[src/rtl/day2_rr_arb2.sv]
// Two-channel round-robin arbiter feeding a one-deep registered valid/ready output stage.
// Drives the day1_mux select (1=A, 0=B) and keeps per-channel transfer counters for debug.
module day2_rr_arb2 #(
  parameter int unsigned DATA_W = 8,
  parameter int unsigned CNT_W  = 8
) (
  input  logic              clk,
  input  logic              rst_n,
  input  logic              a_valid,
  output logic              a_ready,
  input  logic [DATA_W-1:0] a_data,
  input  logic              b_valid,
  output logic              b_ready,
  input  logic [DATA_W-1:0] b_data,
  output logic              sel,
  output logic              y_valid,
  input  logic              y_ready,
  output logic [DATA_W-1:0] y_data,
  output logic              y_src,
  output logic [CNT_W-1:0]  cnt_a,
  output logic [CNT_W-1:0]  cnt_b
);

  logic space_c;
  logic grant_a_c;
  logic grant_b_c;
  logic prio_a;
  logic sel_q;

  // Grant is only evaluated when the output register can take a word this cycle.
  always_comb begin
    space_c   = !y_valid || y_ready;
    grant_a_c = 1'b0;
    grant_b_c = 1'b0;
    if (space_c) begin
      if (a_valid && b_valid) begin
        grant_a_c = prio_a;
        grant_b_c = !prio_a;
      end else begin
        grant_a_c = a_valid;
        grant_b_c = b_valid;
      end
    end
  end

  // Outputs held low during reset; sel keeps its last grant when nothing is granted.
  always_comb begin
    a_ready = rst_n && grant_a_c;
    b_ready = rst_n && grant_b_c;
    sel     = 1'b0;
    if (rst_n) begin
      sel = (grant_a_c || grant_b_c) ? grant_a_c : sel_q;
    end
  end

  // Output register, round-robin priority and transfer counters.
  always_ff @(posedge clk or negedge rst_n) begin
    if (!rst_n) begin
      y_valid <= 1'b0;
      y_data  <= '0;
      y_src   <= 1'b0;
      cnt_a   <= '0;
      cnt_b   <= '0;
      prio_a  <= 1'b1;
      sel_q   <= 1'b1;
    end else if (grant_a_c || grant_b_c) begin
      y_valid <= 1'b1;
      y_data  <= grant_a_c ? a_data : b_data;
      y_src   <= grant_a_c;
      prio_a  <= grant_b_c;
      sel_q   <= grant_a_c;
      if (grant_a_c) begin
        cnt_a <= cnt_a + CNT_W'(1);
      end
      if (grant_b_c) begin
        cnt_b <= cnt_b + CNT_W'(1);
      end
    end else if (y_ready) begin
      y_valid <= 1'b0;
    end
  end

endmodule

[config.mk]
export PLATFORM = sky130hd
export DESIGN_NAME = day2_rr_arb2
export DESIGN_NICKNAME = d
export VERILOG_FILES = /design/src/rtl/day2_rr_arb2.sv
export SDC_FILE = /design/constraint.sdc
export NUM_CORES = 1
export LEC_CHECK = 0
export ABC_AREA = 1
export CAP_MARGIN = 20
export CORE_ASPECT_RATIO = 0.6
export CORE_MARGIN = 5
export CORE_UTILIZATION = 49
export CTS_CLUSTER_SIZE = 20
export DETAILED_ROUTE_END_ITERATION = 10
export PLACE_DENSITY = 0.95
export SLEW_MARGIN = 20
export SYNTH_ARGS = -nofsm -noshare
export SYNTH_HDL_FRONTEND = slang
export SYNTH_SLANG_ARGS = --single-unit
[constraint.sdc]
create_clock -name clk -period 3.31 [get_ports clk]
set_input_delay 0.993 -clock clk [delete_from_list [all_inputs] [get_ports clk]]
set_output_delay 0.993 -clock clk [all_outputs]
set_load 0.03 [all_outputs]
==> Word level (Yosys, flattened, before mapping) <==
Cells that the tools add are included.
{ "totals": {"regBits": 28, "inputBits": 21, "out_inout_bits": 29, "elab_cells": 28} }
{ "op_classes": {"add_sub_neg": 2, "mux": 9, "reduce_logical": 10} }
{ "ops": {"columns": ["op", "n"], "rows": [
  ["8-bit by 1-bit adder with 8-bit output, second input constant", 2],
  ["1-bit two-way mux", 8],
  ["8-bit two-way mux", 1],
  ["2-bit AND reduction", 2],
  ["1-bit logical AND", 3],
  ["1-bit logical NOT", 2],
  ["1-bit logical OR", 2],
  ["2-bit nonzero test", 1]
]} }

==> Longest topological paths before layout <==
{ "logic_depth": {"depth_word": 6, "mapped_depth": 8, "mapped_depth_nobuf": 7} }

==> Worst setup path before layout <==
Ideal clock, no wire load.
{ "synth_timing": {"kind": "input to output", "start": "input y_ready", "end": "output a_ready", "t_arrival_ps": 1806, "required_ps": 2317, "slack_ps": 511, "cell_stages": 5, "path_buffers": 1, "cell_sequence": "inv_1 -> nand2_4 -> nand3_4 -> buf_8 -> nor2_1"} }
{ "synth_via": {"elab_chain_cells": 3} }
{ "synth_lines": {"columns": ["element", "line", "rtl"], "rows": [
  ["from (decl)", "17", "input logic y_ready,"],
  ["1-bit logical OR", "32", "space_c = !y_valid || y_ready;"],
  ["1-bit two-way mux", "35", "if (space_c) begin"],
  ["1-bit logical AND", "48", "a_ready = rst_n && grant_a_c;"],
  ["to (decl)", "10", "output logic a_ready,"]
]} }
Every way passes these cells.

==> Worst setup path after layout <==
{ "layout_timing": {"start": "input b_valid", "end": "output a_ready"} }
{ "layout_via": {"elab_chain_cells": 4} }
{ "layout_lines": {"columns": ["element", "line", "rtl"], "rows": [
  ["from (decl)", "12", "input logic b_valid,"],
  ["1-bit logical AND", "36", "if (a_valid && b_valid) begin"],
  ["1-bit two-way mux", "36", null],
  ["1-bit two-way mux", "35", null],
  ["1-bit logical AND", "48", null]
]} }
Every way passes these cells.

==> impl_metrics.json <==
{
  "antennaDiodeCount": 0,
  "tritoncts": "yes",
  "cts_root_buffer": "clkbuf_8",
  "holdWs_ns": 0.498,
  "vias_per_cell": 4.73,
  "leakagePower_nw": 1.07,
  "cts.path.max_buffers": 2,
  "setup_viol": 0,
  "clk_pin_slew_ns": 0.08,
  "clock_latency_ns": 0.27,
  "drt_wl_total_um": 3480,
  "cts_setup_buffers": 0,
  "first_global_vias": 1321,
  "postLayoutCellArea_mm2": 0.00213,
  "endpoint_kind": "output port",
  "timing.final.crit_period_ns": 3.11,
  "r2r-start": "y_valid$_DFFE_PN0P_",
  "cp-start-kind": "primary input",
  "via_count": 1406,
  "ys_async_sr_fraction_pct": 100,
  "finalMaxSlewViolations": 0,
  "syn_area_mm2": 0.00155,
  "max-cap-violations": 0,
  "min_from": "y_data[5]$_DFFE_PN0P_",
  "cts_made_buffers": 3,
  "io_buffers": 49,
  "synth_warnings": 0,
  "start_util_pct": 52.5,
  "cp-startpoint": "b_valid",
  "synth.avg_cell_area_um2": 7.74,
  "area_delta_synth_final_pct": 37.7,
  "tightest_slew_ns": 0.349,
  "io_pins": 50,
  "drc": 0,
  "drtIter0Drc": 35,
  "die_y_um": 53.5,
  "track_usage_pct": 17.9,
  "synth_fp_nets": 223,
  "dp_hpwl_um": 2700,
  "setup_tns_ns": 0,
  "dpl_cell_area_mm2": 0.00209,
  "wire_per_inst_um": 11.7,
  "synthCells": 200,
  "antenna_found_initial": 0,
  "irDropWorstVdd_uv": 577,
  "first_pass_iters": 4,
  "synthFlopType": "dfrtp_1",
  "rsz0062_at_grt": "false",
  "fin_skew_ns": 0.00922,
  "std_cell_rows": 15,
  "fp.dieArea_mm2": 0.00442,
  "min_period_over_period_pct": 94.0,
  "synth_edf_count": 0,
  "drive_above_1_share_pct": 9.80,
  "worst_slew_margin_rel_pct": 76.8,
  "grt_max_degree": 29,
  "ys_ff_latch": 28,
  "core_area_mm2": 0.00295,
  "seq_area_frac_synth_pct": 45.4,
  "cts_resized": 0,
  "nNetsFinal": 279,
  "yosysUniqueCellTypes": 25,
  "final_core_util_pct": 72.3,
  "clock_sinks": 28,
  "grt_pass1_wl_um": 5980,
  "grt-ovfl-total": 0,
  "die_w_um": 82.6,
  "worst-path-max-fanout": 10,
  "worst_ep_required_time_ns": 2.32,
  "critPathKind": "primary input to output port",
  "status": "completed",
  "hold_buffers": 0,
  "final_antenna_net_count": 0,
  "hold_viol_final": 0,
  "hold_class": "register to register",
  "powerDensity_mw_per_mm2": 635,
  "htreeDepth": 1,
  "max_freq_mhz": 321,
  "crit_arrival_ns": 2.12,
  "gp_congestion": 0.845
}
-- power breakdown --
part / switching [mW] / total [mW] / internal (mW)
Combinational: 0.367 / 0.630 / 0.263
Sequential: 0.103 / 0.536 / 0.433
Clock: 0.100 / 0.187 / 0.0863
-- worst paths after layout --
kind                                               to  slack, ns  cells past startpoint
max in group asynchronous             sel_q$_DFF_PN1_       1.83                      2
min in group asynchronous        cnt_b[0]$_DFFE_PN0P_       1.16                      2
worst max-delay path                          a_ready       0.20                      5
worst max register to register     prio_a$_DFFE_PN1P_       1.89                      5
worst min register to register  y_data[5]$_DFFE_PN0P_       0.50                      2
worst min-delay path            y_data[5]$_DFFE_PN0P_       0.50                      2
-- cell type report --
| class | count | area, µm² |
|---|---|---|
| tap | 42 | 52.6 |
| clock buffer | 4 | 45.0 |
| inverter | 35 | 131 |
| multi-input combinational | 133 | 671 |
| fill | 243 | 816 |
| timing repair buffer | 55 | 528 |
| sequential | 28 | 703 |
-- registers in the layout (all words and copies together), names as in the netlist --
signal / cells
y_valid: 1
sel_q: 1
y_src: 1
y_data: 8
prio_a: 1
cnt_a: 8
cnt_b: 8
-- critical path: stages --
cell and delay (ns):
clkdlybuf4s50_1 0.52, nand2_4 0.19, nand3_4 0.10, nor2_1 0.13
buf_4 0.18
-- routing by layer --
layer	global-route usage (%)	vias up	wire length, µm
li1	-	732	-
met3	6.19	2	275
met4	2.45	0	16
met5	0	-	0
met2	29.8	50	1560
met1	23.4	622	1630
-- Yosys cell counts, types with 2 or more instances --
| cell | number | area, µm² |
|---|---|---|
| ha_1 | 2 | 25.0 |
| nand2_4 | 2 | 22.5 |
| nand2_1 | 72 | 270 |
| buf_6 | 2 | 22.5 |
| xnor2_1 | 3 | 26.3 |
| o21ai_2 | 2 | 17.5 |
| dfstp_2 | 2 | 52.6 |
| inv_1 | 34 | 128 |
| nor2_4 | 2 | 22.5 |
| dfrtp_1 | 26 | 651 |
| nand4_1 | 11 | 68.8 |
| o21ai_0 | 6 | 30.0 |
| nor2_1 | 9 | 33.8 |
| nand3_1 | 16 | 80.1 |
-- cell families (layout without fill, tap and decap cells) --
logic type | after synthesis | in the layout | synth area share [%]
buffers and inverters | 39 | 94 | 11.2
adders and majority gates | 2 | 2 | 1.62
DFF | 28 | 28 | 45.4
AOI/OAI and AO/OA | 9 | 9 | 3.64
xor gates and xnor gates | 4 | 4 | 2.26
and+or+nand+nor | 118 | 118 | 35.8
-- per-stage QoR --
stage	power (mW)	setup slack, ns	cells
floorplan	0.907	0.511	200
global placement	1.16	0.225	293
detailed placement	1.17	0.212	293
CTS	1.37	0.192	297
global route	1.45	0.149	297
finish	1.35	0.198	297
-- layout by cell type, fill, tap and decap left out, types with 2 or more instances in the layout --
master / n
nand2_1: 72
nand2_4: 2
nand4_1: 11
o21ai_0: 6
inv_1: 34
nor2_1: 9
nand3_1: 16
buf_4: 9
dfstp_2: 2
dfrtp_1: 26
xnor2_1: 3
ha_1: 2
clkdlybuf4s50_1: 46
o21ai_2: 2
clkbuf_8: 3
nor2_4: 2
(Power assumes the default switching activity.)
